`src/rtl/alu_seq_pkg.sv`:
```
// Shared types and helpers for the UART-to-ALU command sequencer.
package alu_seq_pkg;

  typedef enum logic [3:0] {
    IDLE,
    GET_OP,
    GET_A,
    GET_B,
    EXEC,
    TX_START,
    TX_WAIT,
    ERR_START,
    ERR_WAIT
  } state_t;

  localparam logic [7:0] HEADER_DEFAULT   = 8'hA5;
  localparam logic [7:0] ERR_CODE_DEFAULT = 8'hEE;

  function automatic int bytes_of(input int nb_operand, input int nb_data);
    return nb_operand / nb_data;
  endfunction

  // Width needed to count 0..n-1, never below one bit.
  function automatic int cnt_width(input int n);
    return (n > 1) ? $clog2(n) : 1;
  endfunction

endpackage

```
`src/rtl/seq_timeout.sv`:
```
// Idle counter for frame reception: expires after TIMEOUT_CYCLES enabled clocks without a clear.
module seq_timeout
  import alu_seq_pkg::*;
#(
  parameter int TIMEOUT_CYCLES = 100000
) (
  input  logic clk,
  input  logic rst,
  input  logic clear,
  input  logic enable,
  output logic expired
);

  localparam int            CW   = cnt_width(TIMEOUT_CYCLES);
  localparam logic [CW-1:0] LAST = CW'(TIMEOUT_CYCLES - 1);

  logic [CW-1:0] count;

  always_ff @(posedge clk) begin
    if (rst || clear) begin
      count <= '0;
    end else if (enable && (count != LAST)) begin
      count <= count + CW'(1);
    end
  end

  assign expired = enable && (count == LAST);

endmodule

```
`src/rtl/alu_cmd_sequencer.sv`:
```
// Parses HEADER/OP/A/B frames from the UART, drives the ALU and returns the
// result LSB-first through a start/done transmit handshake.
module alu_cmd_sequencer
  import alu_seq_pkg::*;
#(
  parameter int                  NB_DATA        = 8,
  parameter int                  NB_OPERAND     = 16,
  parameter int                  NB_OP          = 6,
  parameter logic [NB_DATA-1:0]  HEADER         = NB_DATA'(HEADER_DEFAULT),
  parameter logic [NB_DATA-1:0]  ERR_CODE       = NB_DATA'(ERR_CODE_DEFAULT),
  parameter int                  TIMEOUT_CYCLES = 100000
) (
  input  logic                  i_clock,
  input  logic                  i_reset,
  input  logic [NB_DATA-1:0]    i_rx_data,
  input  logic                  i_rx_done_tick,
  input  logic                  i_tx_done_tick,
  input  logic [NB_OPERAND-1:0] i_result,
  output logic [NB_OPERAND-1:0] o_data_a,
  output logic [NB_OPERAND-1:0] o_data_b,
  output logic [NB_OP-1:0]      o_operation,
  output logic [NB_DATA-1:0]    o_tx_data,
  output logic                  o_tx_start,
  output logic                  o_busy,
  output logic                  o_frame_error
);

  localparam int            BYTES    = bytes_of(NB_OPERAND, NB_DATA);
  localparam int            IW       = cnt_width(BYTES);
  localparam logic [IW-1:0] LAST_IDX = IW'(BYTES - 1);

  generate
    if ((NB_OPERAND % NB_DATA) != 0 || NB_OP > NB_DATA || NB_OPERAND < NB_DATA
        || TIMEOUT_CYCLES < 2) begin : g_bad_params
      $error("alu_cmd_sequencer: illegal parameter combination");
    end
  endgenerate

  state_t                         state, state_n;
  logic [IW-1:0]                  idx, idx_n;
  logic [BYTES-1:0][NB_DATA-1:0]  a_q, a_n, b_q, b_n, res_q, res_n, res_in;
  logic [NB_OP-1:0]               op_q, op_n;
  logic [NB_DATA-1:0]             txd_q, txd_n;
  logic                           ferr_q, ferr_n;
  logic                           tmo_clear, tmo_enable, tmo_expired;

  assign res_in     = i_result;
  assign tmo_enable = (state == GET_OP) || (state == GET_A) || (state == GET_B);
  // Holding the counter clear outside reception also covers the entry into GET_OP.
  assign tmo_clear  = i_rx_done_tick || !tmo_enable;

  seq_timeout #(
    .TIMEOUT_CYCLES(TIMEOUT_CYCLES)
  ) u_timeout (
    .clk    (i_clock),
    .rst    (i_reset),
    .clear  (tmo_clear),
    .enable (tmo_enable),
    .expired(tmo_expired)
  );

  always_comb begin
    state_n = state;
    idx_n   = idx;
    a_n     = a_q;
    b_n     = b_q;
    op_n    = op_q;
    res_n   = res_q;
    txd_n   = txd_q;
    ferr_n  = 1'b0;
    case (state)
      IDLE: begin
        if (i_rx_done_tick && (i_rx_data == HEADER)) state_n = GET_OP;
      end
      GET_OP: begin
        if (i_rx_done_tick) begin
          if ((i_rx_data >> NB_OP) != '0) begin
            ferr_n  = 1'b1;
            txd_n   = ERR_CODE;
            state_n = ERR_START;
          end else begin
            op_n    = i_rx_data[NB_OP-1:0];
            idx_n   = '0;
            state_n = GET_A;
          end
        end else if (tmo_expired) begin
          ferr_n  = 1'b1;
          state_n = IDLE;
        end
      end
      GET_A, GET_B: begin
        if (i_rx_done_tick) begin
          if (state == GET_A) a_n[idx] = i_rx_data;
          else                b_n[idx] = i_rx_data;
          if (idx == LAST_IDX) begin
            idx_n   = '0;
            state_n = (state == GET_A) ? GET_B : EXEC;
          end else begin
            idx_n = idx + IW'(1);
          end
        end else if (tmo_expired) begin
          ferr_n  = 1'b1;
          state_n = IDLE;
        end
      end
      EXEC: begin
        // Byte 0 is loaded straight from the ALU so it is valid in TX_START.
        res_n   = res_in;
        txd_n   = res_in[0];
        idx_n   = '0;
        state_n = TX_START;
      end
      TX_START:  state_n = TX_WAIT;
      TX_WAIT: begin
        if (i_tx_done_tick) begin
          if (idx == LAST_IDX) begin
            state_n = IDLE;
          end else begin
            idx_n   = idx + IW'(1);
            txd_n   = res_q[idx_n];
            state_n = TX_START;
          end
        end
      end
      ERR_START: state_n = ERR_WAIT;
      ERR_WAIT: begin
        if (i_tx_done_tick) state_n = IDLE;
      end
      default:   state_n = IDLE;
    endcase
  end

  always_ff @(posedge i_clock) begin
    if (i_reset) begin
      state  <= IDLE;
      idx    <= '0;
      a_q    <= '0;
      b_q    <= '0;
      op_q   <= '0;
      res_q  <= '0;
      txd_q  <= '0;
      ferr_q <= 1'b0;
    end else begin
      state  <= state_n;
      idx    <= idx_n;
      a_q    <= a_n;
      b_q    <= b_n;
      op_q   <= op_n;
      res_q  <= res_n;
      txd_q  <= txd_n;
      ferr_q <= ferr_n;
    end
  end

  assign o_data_a      = a_q;
  assign o_data_b      = b_q;
  assign o_operation   = op_q;
  assign o_tx_data     = txd_q;
  assign o_tx_start    = (state == TX_START) || (state == ERR_START);
  assign o_busy        = (state != IDLE);
  assign o_frame_error = ferr_q;

endmodule

```
`config.mk`:
```
export PLATFORM = sky130hd
export DESIGN_NAME = alu_cmd_sequencer
export DESIGN_NICKNAME = d
export VERILOG_FILES = /design/src/rtl/alu_seq_pkg.sv /design/src/rtl/seq_timeout.sv /design/src/rtl/alu_cmd_sequencer.sv
export SDC_FILE = /design/constraint.sdc
export NUM_CORES = 1
export LEC_CHECK = 0
export CORE_ASPECT_RATIO = 1.5
export CORE_MARGIN = 2
export CORE_UTILIZATION = 46
export DETAILED_ROUTE_END_ITERATION = 6
export HOLD_SLACK_MARGIN = 0.03
export PLACE_DENSITY = 0.76
export SLEW_MARGIN = 10
export SYNTH_ARGS = -nofsm -noshare
export SYNTH_HDL_FRONTEND = slang
export SYNTH_SLANG_ARGS = --single-unit
```
`constraint.sdc`:
```
create_clock -name i_clock -period 2 [get_ports i_clock]
set_input_delay 0.2 -clock i_clock [delete_from_list [all_inputs] [get_ports i_clock]]
set_output_delay 0.2 -clock i_clock [all_outputs]
set_load 0.1 [all_outputs]
```
==> out/summary.txt <==
Outcome: complete, but fails checks
Failing checks: setup timing
Worst path buffer plus inverter count: 1
Vias per cell: 5.37
Final Routed Wirelength: 10,000 um
Distinct cells, synth: 60
Ys flop type: dfxtp_1
GRT Total Usage: 0.224
Die width: 77.9 um
Clk sinks: 85
CTS Root Cell: clkbuf_16
Maxcap violations: 0
Die height: 115 um
I/O Pins: 77
Clk_lat worst skew: 0.33 ns
Period utilization: 1.10
Setup violations, final: 12
Largest net degree at the start of global routing: 70
Initial Util: 0.471
Via count: 3,541
First-pass GRT wire length: 16,000 um
PD cells: 658 mW/mm^2
Most frequent cells in the layout: buf_4, dfxtp_1, nand2_1, nor2_1, mux2i_1
Detailed router's first-iteration violation count: 176
Post-route DRC violation count: 0
Average size of a mapped cell: 8.63 um^2
GPL Wtd Cong: 0.813
Max Fclk: 0.456 GHz
Area grow syn2layout: 39.2%
DR WL/cell: 15.2 um
Cell accounting for the most synthesized area: dfxtp_1
RSZ-0062 raised after global routing: true
EDFF count, synth: 0
YS warnings: 0
Num CTS Buffers: 9
Remaining Overflow, GRT: 0
Fin util: 0.655
Arrival time at the worst endpoint: 2.45 ns
DR pass1 iterations: 4
Ys async rst share: 0
Post-synthesis sequential area ratio: 0.451
Clock Path Buffers: 2
Worst hold path class: input pin to register
Core Box Area: 0.00801 mm^2
Routed Antenna Nets: 0
Slowest CP cell: or4_4
CP Capture Type: register
# rows: 40
Area share of the largest cell type after synthesis: 0.451
Layout cells sized above 1: 0.274
Syn Inst Count: 437
CP Class: register to register
Ant diodes: 0
Reg clk slew, reported paths: 0.06 ns
Register Area: 0.00171 mm^2
Peak VDD IR: 0.568 mV
Finished Layout Cells: 659
Fillers: 655
CTS tree: done
Final nets: 578
CTS Hold Bufs: 0
Worst Max-Slew Pin Slew: 0.707 ns
Leakage power: 2.09 nW
Req. time, crit path: 2.26 ns
#FFs+latches synth: 85
Worst hold start: i_reset
Slew Viols, Final: 0
Worst setup SP type: register
# port buffers: 76
Period minus WS final: 2.19 ns
Post-Place Cells: 638
Setup ws final: -0.192 ns
Ranking of synthesized cells by area: dfxtp_1, mux2i_1, nand2_1
Slew HR: 0.529
Syn nets: 466
Clock Skews: 0.00351 ns
Area of the multi-input gates: 0.00198 mm^2
Top delay family on crit path: simple AND/OR/NAND/NOR gates
Antenna violations before repair: 0
Worst setup path startpoint: u_timeout.count[11]$_SDFFE_PP0P_
Dpl hpwl: 7120 um
Most common cell after layout, fill and taps aside: buf_4
RR Startpoint: u_timeout.count[11]$_SDFFE_PP0P_
CP max FO: 5
Synth Cell Area: 0.00377 mm^2
Vias in the first global route: 3,472
Die area: 0.00895 mm^2
CTS HTree Levels: 3
Crit-path cells: or4b_4 > or4_4 > buf_12 > o21ai_4 > o21ai_1 > a21oi_1
Final hold vios: 0
Slowest Stage Delay on Critical Path: 0.59 ns
## worst min-delay path, delay by kind of cell
family / cells / cell delay, ns
buf+inv: 2 / 0.26
simple gates: 2 / 0.11
compound gates: 1 / 0.05
## per-stage QoR
| step | total power (W) | TNS [ns] | instance area, um^2 | setup WS [ns] | hold WS, ns |
|---|---|---|---|---|---|
| final | 0.00345 | -1.73 | 5250 | -0.192 | 0.335 |
| after global routing | 0.00357 | -2.22 | 5250 | -0.236 | 0.364 |
| after CTS | 0.00349 | -1.21 | 5140 | -0.173 | 0.340 |
| after detailed placement | 0.00187 | -2.11 | 4810 | -0.234 | 0.446 |
| after global placement | 0.00187 | -0.724 | 4810 | -0.126 | 0.441 |
| after floorplan | 0.00177 | 0 | 3780 | 0.00162 | 0.336 |
## layer usage
layer,wire length (um),vias to the layer above,GRT usage,share of wire
met5,0,-,0,0
met4,214,0,0.0865,0.021
met3,532,18,0.0636,0.053
met2,5390,93,0.422,0.54
met1,3900,1682,0.234,0.39
li1,-,1748,-,-
## logic make-up after synthesis
kind of cell               count (synthesis)  share of synthesized area
buffers and inverters                     37                     0.0418
adders and majority gates                  1                    0.00332
xor gates and xnor gates                   8                     0.0186
DFF                                       85                      0.451
muxes                                     45                      0.121
and+or+nand+nor                          191                      0.245
AOI/OAI and AO/OA                         70                      0.119
## where the power goes
part	leakage [nW]	internal (W)	total [W]	switching [W]
Combinational	1.27	0.0000678	0.000135	0.0000675
Sequential	0.686	0.00169	0.00169	0.000000193
Clock	0.138	0.000965	0.00163	0.000662
## registers in the layout (all words and copies together) (netlist names)
register,cells
o_operation,6
u_timeout.count,17
idx,1
o_data_b,16
res_q,16
o_frame_error,1
o_data_a,16
state,4
o_tx_data,8
## worst paths after layout
path,end,slack [ns],depth (start not counted)
max,u_timeout.count[2]$_SDFFE_PP0P_,-0.19,6
min,u_timeout.count[1]$_SDFFE_PP0P_,0.34,5
min reg2reg,res_q[3]$_SDFFE_PP0P_,0.46,2
max reg2reg,u_timeout.count[2]$_SDFFE_PP0P_,-0.19,6
## Yosys cell counts, types with 5 or more instances
library cell and instances:
nor2_1 60, mux2i_1 41, xnor2_1 7, a21oi_1 31
dfxtp_1 85, nor2b_1 5, or4_1 5, nand2_1 64
nand3_1 9, nor3_1 8, nand2b_1 7, inv_1 8
clkbuf_1 22, o21ai_0 11
## repair_timing
item                       in CTS  in global routing
pin swaps                       4                 12
buffers inserted                2                  3
gates resized for setup         7                 19
setup endpoints to repair      10                 14
## cell type report
cell class                      count  share of cell area
Clock inverter                      6              0.0122
Timing Repair Buffer              130               0.210
Multi-Input combinational cell    315               0.378
Clock buffer                       10              0.0436
Sequential cell                    85               0.325
Inverter                            8             0.00572
Tap cell                          105              0.0250
Power figures use the tool's default switching activity.
